==> src/rtl/cpu_pkg.sv <==
// Shared fetch/execute types: assembler state encoding, decoded packet
// layout and the opcode values both stages need to agree on.
package cpu_pkg;

  // Byte-assembly FSM states of the fetch stage.
  typedef enum logic [2:0] {
    FetchOp   = 3'd0,
    FetchReg  = 3'd1,
    FetchImm1 = 3'd2,
    FetchImm2 = 3'd3,
    Halted    = 3'd4
  } fetch_state_t;

  // One fully decoded instruction as handed to execute.
  typedef struct packed {
    logic [4:0]  opcode;
    logic [2:0]  dst;
    logic        hasimm1;
    logic        hasimm2;
    logic [2:0]  src1;
    logic [2:0]  src2;
    logic [7:0]  imm1;
    logic [7:0]  imm2;
    logic [15:0] pc;
    logic [15:0] next_pc;
  } fetch_pkt_t;

  // Control-flow opcodes; execute redirects fetch on jmp/cal/ret.
  localparam logic [4:0] OP_JMP = 5'b11000;
  localparam logic [4:0] OP_CAL = 5'b11001;
  localparam logic [4:0] OP_RET = 5'b11010;
  localparam logic [4:0] OP_HLT = 5'b11111;

endpackage

==> src/rtl/fetch_queue.sv <==
// Small FIFO of decoded fetch packets between the assembler and execute.
// The head entry drives the consumer directly; flush empties it in one edge
// and wins over any push or pop in the same cycle.
module fetch_queue
  import cpu_pkg::*;
#(
  parameter int DEPTH = 2
) (
  input  logic       clk,
  input  logic       rst_n,
  input  logic       flush,
  input  logic       push,
  input  fetch_pkt_t push_pkt,
  input  logic       pop,
  output fetch_pkt_t head_pkt,
  output logic       head_valid,
  output logic       full
);

  localparam int PTR_W = (DEPTH > 1) ? $clog2(DEPTH) : 1;
  localparam int CNT_W = $clog2(DEPTH + 1);
  localparam logic [PTR_W-1:0] LAST_PTR = PTR_W'(DEPTH - 1);
  localparam logic [CNT_W-1:0] FULL_CNT = CNT_W'(DEPTH);

  fetch_pkt_t       mem_q [DEPTH];
  fetch_pkt_t       mem_d [DEPTH];
  logic [PTR_W-1:0] wr_ptr_q, wr_ptr_d;
  logic [PTR_W-1:0] rd_ptr_q, rd_ptr_d;
  logic [CNT_W-1:0] count_q, count_d;
  logic             push_fire;
  logic             pop_fire;

  // Pointer advance with explicit wrap so non-trivial depths stay correct.
  function automatic logic [PTR_W-1:0] ptr_inc(input logic [PTR_W-1:0] p);
    return (p == LAST_PTR) ? '0 : p + 1'b1;
  endfunction

  assign head_valid = (count_q != '0);
  assign full       = (count_q == FULL_CNT);
  assign push_fire  = push && !flush;
  assign pop_fire   = pop && head_valid && !flush;
  assign head_pkt   = mem_q[rd_ptr_q];

  // Next-state for storage, pointers and occupancy.
  always_comb begin
    for (int i = 0; i < DEPTH; i++) begin
      mem_d[i] = mem_q[i];
    end
    wr_ptr_d = wr_ptr_q;
    rd_ptr_d = rd_ptr_q;
    count_d  = count_q;
    if (flush) begin
      wr_ptr_d = '0;
      rd_ptr_d = '0;
      count_d  = '0;
    end else begin
      if (push_fire) begin
        mem_d[wr_ptr_q] = push_pkt;
        wr_ptr_d        = ptr_inc(wr_ptr_q);
      end
      if (pop_fire) begin
        rd_ptr_d = ptr_inc(rd_ptr_q);
      end
      count_d = count_q + CNT_W'(push_fire) - CNT_W'(pop_fire);
    end
  end

  // Queue registers; reset clears entries so the head reads all-zero.
  always_ff @(posedge clk) begin
    if (!rst_n) begin
      for (int i = 0; i < DEPTH; i++) begin
        mem_q[i] <= '0;
      end
      wr_ptr_q <= '0;
      rd_ptr_q <= '0;
      count_q  <= '0;
    end else begin
      for (int i = 0; i < DEPTH; i++) begin
        mem_q[i] <= mem_d[i];
      end
      wr_ptr_q <= wr_ptr_d;
      rd_ptr_q <= rd_ptr_d;
      count_q  <= count_d;
    end
  end

endmodule

==> src/rtl/instr_fetch.sv <==
// Byte-serial instruction fetch: walks the 8-bit ROM, assembles 2..4 byte
// instructions into decoded packets and queues them for execute.
// Optional build macro IFETCH_HALT_STOP_EN: stop fetching after a halt
// opcode is pushed until a redirect arrives.
module instr_fetch
  import cpu_pkg::*;
#(
  parameter int          QUEUE_DEPTH = 2,
  parameter logic [15:0] RESET_PC    = 16'h0000
) (
  input  logic        clk,
  input  logic        rst_n,
  output logic [15:0] rom_addr,
  input  logic [7:0]  rom_data,
  output logic        out_valid,
  input  logic        out_ready,
  output logic [4:0]  out_opcode,
  output logic [2:0]  out_dst,
  output logic        out_hasimm1,
  output logic        out_hasimm2,
  output logic [2:0]  out_src1,
  output logic [2:0]  out_src2,
  output logic [7:0]  out_imm1,
  output logic [7:0]  out_imm2,
  output logic [15:0] out_pc,
  output logic [15:0] out_next_pc,
  input  logic        redirect_valid,
  input  logic [15:0] redirect_pc
);

  fetch_state_t state_q, state_d;
  logic [15:0]  fetch_pc_q, fetch_pc_d;
  logic [4:0]   opcode_q, opcode_d;
  logic [2:0]   dst_q, dst_d;
  logic [15:0]  pc_q, pc_d;
  logic         hasimm1_q, hasimm1_d;
  logic         hasimm2_q, hasimm2_d;
  logic [2:0]   src1_q, src1_d;
  logic [2:0]   src2_q, src2_d;
  logic [7:0]   imm1_q, imm1_d;

  logic         push_req;
  fetch_pkt_t   push_pkt;
  fetch_pkt_t   head_pkt;
  logic         q_valid;
  logic         q_full;
  logic         pop_now;
  logic         slot_free;

  // A pop this cycle frees the slot the next instruction will need, so
  // starting an instruction only requires room at its eventual push.
  assign pop_now   = q_valid && out_ready;
  assign slot_free = !q_full || pop_now;
  assign rom_addr  = fetch_pc_q;

  // Assembler next-state, byte latching and push generation.
  always_comb begin
    state_d    = state_q;
    fetch_pc_d = fetch_pc_q;
    opcode_d   = opcode_q;
    dst_d      = dst_q;
    pc_d       = pc_q;
    hasimm1_d  = hasimm1_q;
    hasimm2_d  = hasimm2_q;
    src1_d     = src1_q;
    src2_d     = src2_q;
    imm1_d     = imm1_q;
    push_req   = 1'b0;

    // The final byte of a packet comes straight from rom_data; the rest
    // from the latches filled on earlier cycles.
    push_pkt         = '0;
    push_pkt.opcode  = opcode_q;
    push_pkt.dst     = dst_q;
    push_pkt.pc      = pc_q;
    push_pkt.hasimm1 = hasimm1_q;
    push_pkt.hasimm2 = hasimm2_q;
    push_pkt.src1    = src1_q;
    push_pkt.src2    = src2_q;
    push_pkt.imm1    = imm1_q;
    push_pkt.imm2    = 8'h00;
    push_pkt.next_pc = fetch_pc_q + 16'd1;

    case (state_q)
      FetchOp: begin
        if (slot_free) begin
          opcode_d   = rom_data[4:0];
          dst_d      = rom_data[7:5];
          pc_d       = fetch_pc_q;
          fetch_pc_d = fetch_pc_q + 16'd1;
          state_d    = FetchReg;
        end
      end
      FetchReg: begin
        hasimm1_d  = rom_data[7];
        hasimm2_d  = rom_data[6];
        src1_d     = rom_data[5:3];
        src2_d     = rom_data[2:0];
        imm1_d     = 8'h00;
        fetch_pc_d = fetch_pc_q + 16'd1;
        push_pkt.hasimm1 = rom_data[7];
        push_pkt.hasimm2 = rom_data[6];
        push_pkt.src1    = rom_data[5:3];
        push_pkt.src2    = rom_data[2:0];
        push_pkt.imm1    = 8'h00;
        if (rom_data[7]) begin
          state_d = FetchImm1;
        end else if (rom_data[6]) begin
          state_d = FetchImm2;
        end else begin
          push_req = 1'b1;
        end
      end
      FetchImm1: begin
        imm1_d        = rom_data;
        fetch_pc_d    = fetch_pc_q + 16'd1;
        push_pkt.imm1 = rom_data;
        if (hasimm2_q) begin
          state_d = FetchImm2;
        end else begin
          push_req = 1'b1;
        end
      end
      FetchImm2: begin
        fetch_pc_d    = fetch_pc_q + 16'd1;
        push_pkt.imm2 = rom_data;
        push_req      = 1'b1;
      end
      Halted: begin
        // Address frozen; only a redirect or reset leaves this state.
      end
      default: begin
        state_d = FetchOp;
      end
    endcase

    if (push_req) begin
      state_d = FetchOp;
`ifdef IFETCH_HALT_STOP_EN
      if (push_pkt.opcode == OP_HLT) begin
        state_d = Halted;
      end
`endif
    end

    // Redirect abandons any partial instruction and restarts at the target.
    if (redirect_valid) begin
      state_d    = FetchOp;
      fetch_pc_d = redirect_pc;
      push_req   = 1'b0;
    end
  end

  // Assembler state, fetch address and partial-instruction latches.
  always_ff @(posedge clk) begin
    if (!rst_n) begin
      state_q    <= FetchOp;
      fetch_pc_q <= RESET_PC;
      opcode_q   <= '0;
      dst_q      <= '0;
      pc_q       <= '0;
      hasimm1_q  <= 1'b0;
      hasimm2_q  <= 1'b0;
      src1_q     <= '0;
      src2_q     <= '0;
      imm1_q     <= '0;
    end else begin
      state_q    <= state_d;
      fetch_pc_q <= fetch_pc_d;
      opcode_q   <= opcode_d;
      dst_q      <= dst_d;
      pc_q       <= pc_d;
      hasimm1_q  <= hasimm1_d;
      hasimm2_q  <= hasimm2_d;
      src1_q     <= src1_d;
      src2_q     <= src2_d;
      imm1_q     <= imm1_d;
    end
  end

  fetch_queue #(
    .DEPTH (QUEUE_DEPTH)
  ) u_queue (
    .clk        (clk),
    .rst_n      (rst_n),
    .flush      (redirect_valid),
    .push       (push_req),
    .push_pkt   (push_pkt),
    .pop        (out_ready),
    .head_pkt   (head_pkt),
    .head_valid (q_valid),
    .full       (q_full)
  );

  assign out_valid   = q_valid;
  assign out_opcode  = head_pkt.opcode;
  assign out_dst     = head_pkt.dst;
  assign out_hasimm1 = head_pkt.hasimm1;
  assign out_hasimm2 = head_pkt.hasimm2;
  assign out_src1    = head_pkt.src1;
  assign out_src2    = head_pkt.src2;
  assign out_imm1    = head_pkt.imm1;
  assign out_imm2    = head_pkt.imm2;
  assign out_pc      = head_pkt.pc;
  assign out_next_pc = head_pkt.next_pc;

endmodule

==> config.mk <==
export PLATFORM = sky130hd
export DESIGN_NAME = instr_fetch
export DESIGN_NICKNAME = d
export VERILOG_FILES = /design/src/rtl/cpu_pkg.sv /design/src/rtl/fetch_queue.sv /design/src/rtl/instr_fetch.sv
export SDC_FILE = /design/constraint.sdc
export NUM_CORES = 1
export LEC_CHECK = 0
export BUFFER_PORTS_ARGS = -buffer_cell sky130_fd_sc_hd__buf_4
export CORE_MARGIN = 3
export CORE_UTILIZATION = 55
export CTS_CLUSTER_DIAMETER = 120
export CTS_CLUSTER_SIZE = 25
export DETAILED_ROUTE_END_ITERATION = 12
export HOLD_SLACK_MARGIN = 0.12
export PLACE_DENSITY = 0.87
export SKIP_LAST_GASP = 1
export SYNTH_ARGS = -nofsm -noshare
export SYNTH_HDL_FRONTEND = slang
export SYNTH_HIERARCHICAL = 1
export SYNTH_SLANG_ARGS = --single-unit
export TNS_END_PERCENT = 1
==> constraint.sdc <==
create_clock -name clk -period 3 [get_ports clk]
set_clock_uncertainty 0.2 [all_clocks]
set_input_delay 0.6 -clock clk [delete_from_list [all_inputs] [get_ports clk]]
set_output_delay 0.6 -clock clk [all_outputs]
set_load 0.005 [all_outputs]
---- Word-level counts from Yosys, hierarchy flattened ----
Memories as Yosys holds them, arrays and structs flattened. A register that Yosys moved wholly into a read port is not among the register bits.
Index checks and enable logic that the tools add are counted.
operators by class
  equal/unequal tests ..................... 9
  reductions and logical operators ........ 17
  multiplexer cells ....................... 29
  add/subtract/negate cells ............... 5
  bitwise operators ....................... 5
  order comparisons ....................... 2
operators by type and width
  cell                     number
  $mux W128                2
  $mux W64                 3
  $bwmux W128              1
  $demux W64 S1            1
  $mux W16                 2
  $pmux W16 S2             1
  $add A16 B1 Y16 const B  1
  $mux W8                  2
  $pmux W8 S2              1
  $mux W3                  4
  $pmux W3 S4              1
  $mux W1                  10
  $eq A3 B2 Y1 const B     2
  $ne A3 B3 Y1 const B     2
  $reduce_or A3 Y1         2
  $logic_and A1 B1 Y1      4
  $ne A2 B2 Y1 const B     2
  $reduce_and A2 Y1        2
  $reduce_and A4 Y1        1
  $reduce_or A2 Y1         2
  $eq A3 B1 Y1 const B     1
  $eq A3 B3 Y1 const B     1
  $logic_not A3 Y1         1
  $pmux W1 S3              1
  other kinds (13)         17
storage, ports and cells
  logic and storage cells ................. 81
  memories kept ........................... 1
  output and inout port bits .............. 81
  memory bits (writable) .................. 128
  bits in registers ....................... 63
  bits of input ports ..................... 28
memory list
  memory         depth  bits a word  read ports  clocked after Yosys merged registers in  wr ports  RTL line           RTL
  u_queue.mem_q  2      64           3           1                                        2         fetch_queue.sv:25  fetch_pkt_t mem_q [DEPTH];

---- Logic depth before layout (Yosys ltp) ----
  depth in word-level cells ............... 9
  gate-level depth with buffers ........... 12
  mapped depth without buffers ............ 11

---- Cells and area by module ----
Netlist, hierarchy kept.
modules (own cells, without submodules)
  module       cells an instance  area each (um^2)  times used  seq. area each (um^2)
  fetch_queue  581                5925.7            1           2662.6
  instr_fetch  351                2847.7            1           1161.1

---- Least setup slack after synthesis ----
Ideal clock, no wire load.
  path kind ............................... register to register
  from .................................... register state_q[1]
  to ...................................... register u_queue.count_q[1]
  buffers on the path ..................... 1
  data required time ...................... 2.686 ns
  setup time .............................. 0.114 ns
  arrival time ............................ 2.409 ns
  cell stages (with the launch flop) ...... 13
  clock period less this slack ............ 2.724 ns
  setup slack ............................. 0.276 ns
  cell sequence ........................... dfxtp_1 > inv_1 > ha_1 > clkbuf_1 > nor3b_1 > nor3_1 > nor3_1 > or2b_1 > ha_1 > inv_1 > ha_1 > xnor3_1 > nor2_1
between the ends
  word-level cells in the longest chain between the ends .. 6
  elaborated cells between the ends (all ways) .. 8
  classes of those cells .................. 2 x add/sub; 3 x eq/ne; 2 x mux; 1 x reduce/logical
ends and longest elaborated chain
  element                                       RTL line            RTL
  from (decl)                                   instr_fetch.sv:31   fetch_state_t state_q, state_d;
  from (signal assigned)                        instr_fetch.sv:157  state_q <= FetchOp;
  from (signal assigned)                        instr_fetch.sv:168  state_q <= state_d;
  $eq A3 B2 Y1 or $eq A3 B1 Y1 (tied branches)  instr_fetch.sv:84   case (state_q)
  $pmux W1 S3 *                                 instr_fetch.sv:84
  $mux W1 *                                     instr_fetch.sv:147  if (redirect_valid) begin
  via push_req                                  instr_fetch.sv:42   logic push_req;
  $logic_and A1 B1 Y1 *                         fetch_queue.sv:40   assign push_fire = push && !flush;
  $add A2 B1 Y2 *                               fetch_queue.sv:64   count_d = count_q + CNT_W'(push_fire) - CNT_W'(pop_fire);
  $sub A2 B1 Y2 *                               fetch_queue.sv:64
  to (signal assigned)                          fetch_queue.sv:83   count_q <= count_d;
  to (decl)                                     fetch_queue.sv:29   logic [CNT_W-1:0] count_q, count_d;
Mark *: on every way through the listed nets, which the timed path passes. The rest lies on a longest branch.
A chain may end at the register's enable or synchronous reset.

---- Worst setup path after layout ----
Same ends and word-level chain as after synthesis.

==> flow_summary.json <==
{
  "required_ns": 3.17,
  "std_cell_rows": 45,
  "slew_headroom": 0.587,
  "critical_path.reg2reg.endpoint": "u_queue/count_q[1]",
  "netlist_instances": 932,
  "vias": 6743,
  "num-fill-cells": 1192,
  "remaining_drc_errors": 0,
  "wl_um": 20200,
  "die_y_um": 132,
  "antenna_found_initial": 0,
  "cts_repair_resize_count": 0,
  "drv_slew": 0,
  "reg2reg_from": "state_q[1]",
  "boundaryPins": 109,
  "hold_start": "redirect_pc[14]",
  "cp_max_stage_cell": "sky130_fd_sc_hd__nor3_1",
  "number_of_enable_type_register_cells_in_the_synthesized_netlist": 0,
  "wire_length_of_the_first_global_routing_pass_um": 33300,
  "totalNegativeSetupSlack_ns": 0,
  "tritoncts": "built",
  "result_of_the_run": "finished clean",
  "layout_worst_path_cycle_share": 0.885,
  "synth_cell_types": 47,
  "p_leak_nw": 4.40,
  "final-setup-viol-count": 0,
  "detail_route.iter0.violations": 475,
  "avgSynthCellArea_um2": 9.41,
  "transition_time_at_the_pin_with_the_least_slew_margin_ns": 0.613,
  "yosysWarnings": 6,
  "worst_setup_path_type": "reg2reg",
  "ys_async_sr_fraction": 0,
  "detail_route.wl_per_cell_um": 16.4,
  "cts_num_sinks": 191,
  "critical_path.startpoint_type": "flop",
  "layout.cells.most_common_list": "249 x sky130_fd_sc_hd__nand2_1, 190 x sky130_fd_sc_hd__dfxtp_1, 130 x sky130_fd_sc_hd__mux2i_1",
  "clockBufferDepth": 2,
  "clkLatencyLatePin_ns": 0.43,
  "clkTransAtPathRegs_ns": 0.06,
  "hold_class": "in2reg",
  "fmaxAchievable_ghz": 0.377,
  "vdd_drop_max_uv": 323,
  "r2r_slack_ns": 0.35,
  "hold_viol_final": 0,
  "track_usage": 0.229,
  "finalCriticalPeriod_ns": 2.65,
  "synth_nets": 968,
  "timing.max_cap.violations": 0,
  "unrepaired_setup_endpoints_after_global_routing": "false",
  "worst_r2r_path_depth": 11,
  "buffer_ports.inserted": 108,
  "layout.nets": 1048,
  "crit_path_end_kind": "flop",
  "cts.hold.buffers_added": 0,
  "chipWidth_um": 132,
  "grt_overflow": 0,
  "crit_path_max_fanout": 4,
  "worst_path_most_repeated_cell": "sky130_fd_sc_hd__ha_1",
  "diodes": 0,
  "crit_arrival_ns": 2.82,
  "avgViaCountPerCell": 5.46,
  "cts_max_level": 4,
  "flow.area_growth_from_synthesis_pct": 16.5,
  "number_of_buffers_created_by_cts": 17,
  "worstPathCellList": "inv_1 -> ha_1 -> nor3b_1 -> nor3_1 -> nor3_1 -> or2b_1 -> ha_1 -> inv_1 -> ha_1 -> xnor3_1 -> nor2_1",
  "post_cts.repair.setup_buffers": 0,
  "drive_above_1_share": 0.231,
  "hold_ws_ns": 0.240,
  "syn_area_um2": 8770,
  "synth.yosys.seq_area_share": 0.436,
  "power-per-cell-area_nw_per_um2": 517,
  "antenna_violation_net_count_after_detailed_routing": 0,
  "initial_core_util": 0.569,
  "drt_first_pass_iters": 5,
  "grt_start_max_net_pins": 87,
  "number_of_synthesized_register_bits": 191,
  "design.core.area_um2": 15400,
  "cpPeakStageDelay_ns": 0.37,
  "dp.final_hpwl_um": 13000,
  "synth-main-ff-cell": "sky130_fd_sc_hd__dfxtp_1",
  "hold_path_end": "rom_addr[14]",
  "gp_congestion": 0.795,
  "number_of_global_route_vias_before_repair": 6762,
  "root_buf_cell": "sky130_fd_sc_hd__clkbuf_16",
  "timing.hold.worst_path_depth": 3,
  "fp.dieArea_um2": 17500,
  "layout.cells.most_common": "sky130_fd_sc_hd__nand2_1"
}
[state kept, by name, summed over array words and instances, names as in the netlist, 2 cells and up, named ones only]
register	count
state_q	2
src2_q	3
u_queue/count_q	2
dst_q	3
src1_q	3
opcode_q	5
pc_q	16
u_queue/mem_q	128
imm1_q	8
rom_addr	16
[through the flow]
stage          setup WS (ns)  instances  instance area [µm²]  power (mW)  utilization
4_1_cts                0.334       1236                10200        5.28        0.662
5_1_grt               0.0771       1236                10200        5.43        0.662
6_report               0.345       1236                10200        5.28        0.662
3_5_place_dp           0.202       1204                 9620        3.05        0.624
2_1_floorplan          0.276        932                 8770        2.91            -
3_3_place_gp           0.277       1204                 9620        3.05        0.624
[layout make-up]
| cell class | count | area (µm²) | share of cell area |
|---|---|---|---|
| multi-input combinational | 655 | 4420 | 0.432 |
| sequential | 191 | 3820 | 0.374 |
| timing repair buffer | 130 | 1050 | 0.103 |
| clock buffer | 23 | 488 | 0.0478 |
| tap | 211 | 264 | 0.0258 |
| clock inverter | 9 | 106 | 0.0104 |
| inverter | 17 | 63.8 | 0.00625 |
[report_power, final]
part	switching, mW	leakage, nW	internal, mW
clock	0.951	0.297	1.32
sequential	0.0468	1.55	2.58
combinational	0.229	2.56	0.150
[how the worst max path moves through the flow]
stage / from / depth (start not counted) / to / slack [ns]
finish: state_q[1] / 11 / u_queue/count_q[1] / 0.35
global route: state_q[1] / 11 / u_queue/count_q[1] / 0.08
CTS: state_q[1] / 11 / u_queue/count_q[1] / 0.33
detailed placement: rom_data[6] / 10 / u_queue/count_q[1] / 0.20
global placement: rom_data[6] / 10 / u_queue/count_q[1] / 0.28
floorplan: state_q[1] / 12 / u_queue/count_q[1] / 0.28
[layer usage]
layer / wire (µm) / track usage / up-vias
li1: - / - / 3286
met1: 9370 / 0.304 / 3235
met2: 9510 / 0.370 / 187
met3: 910 / 0.0454 / 35
met4: 424 / 0.0906 / 0
met5: 0 / 0 / -
[Yosys cell counts, drive strengths merged (2+ instances only)]
cell type / count / share of area
a21boi: 26 / 0.022
a21oi: 10 / 0.0057
a31oi: 9 / 0.0064
and2: 25 / 0.018
buf: 45 / 0.044
clkbuf: 24 / 0.010
dfxtp: 191 / 0.44
ha: 8 / 0.011
inv: 16 / 0.0068
mux2: 72 / 0.092
mux2i: 130 / 0.15
nand2: 249 / 0.11
nand2b: 4 / 0.0029
nand3: 17 / 0.0097
nand3b: 4 / 0.0034
nand4: 4 / 0.0036
nor2: 14 / 0.0060
nor2b: 3 / 0.0021
nor3: 4 / 0.0023
nor3b: 3 / 0.0031
o21ai: 28 / 0.016
o31ai: 5 / 0.0043
or2: 2 / 0.0014
or3: 4 / 0.0029
or4: 5 / 0.0043
xnor2: 9 / 0.0090
xor2: 8 / 0.0080
[worst max-delay path, delay by kind of cell (launching register included)]
kind | cells | cell delay (ns)
flip-flops | 1 | 0.34
XOR/XNOR | 1 | 0.20
adder cells (fa/ha/maj) | 3 | 0.60
buffers and inverters | 2 | 0.18
AND/OR/NAND/NOR | 5 | 1.07
[cell families (layout without fill, tap and decap cells)]
logic type / Yosys count / count (layout) / synth area share
AO/OA/AOI/OAI: 84 / 84 / 0.0606
XOR/XNOR: 18 / 18 / 0.0195
adder cells (fa/ha/maj): 8 / 8 / 0.0114
buffers and inverters: 86 / 179 / 0.0616
flip-flops: 191 / 191 / 0.436
multiplexers: 202 / 202 / 0.241
AND/OR/NAND/NOR: 343 / 343 / 0.170
(Power assumes the default switching activity.)
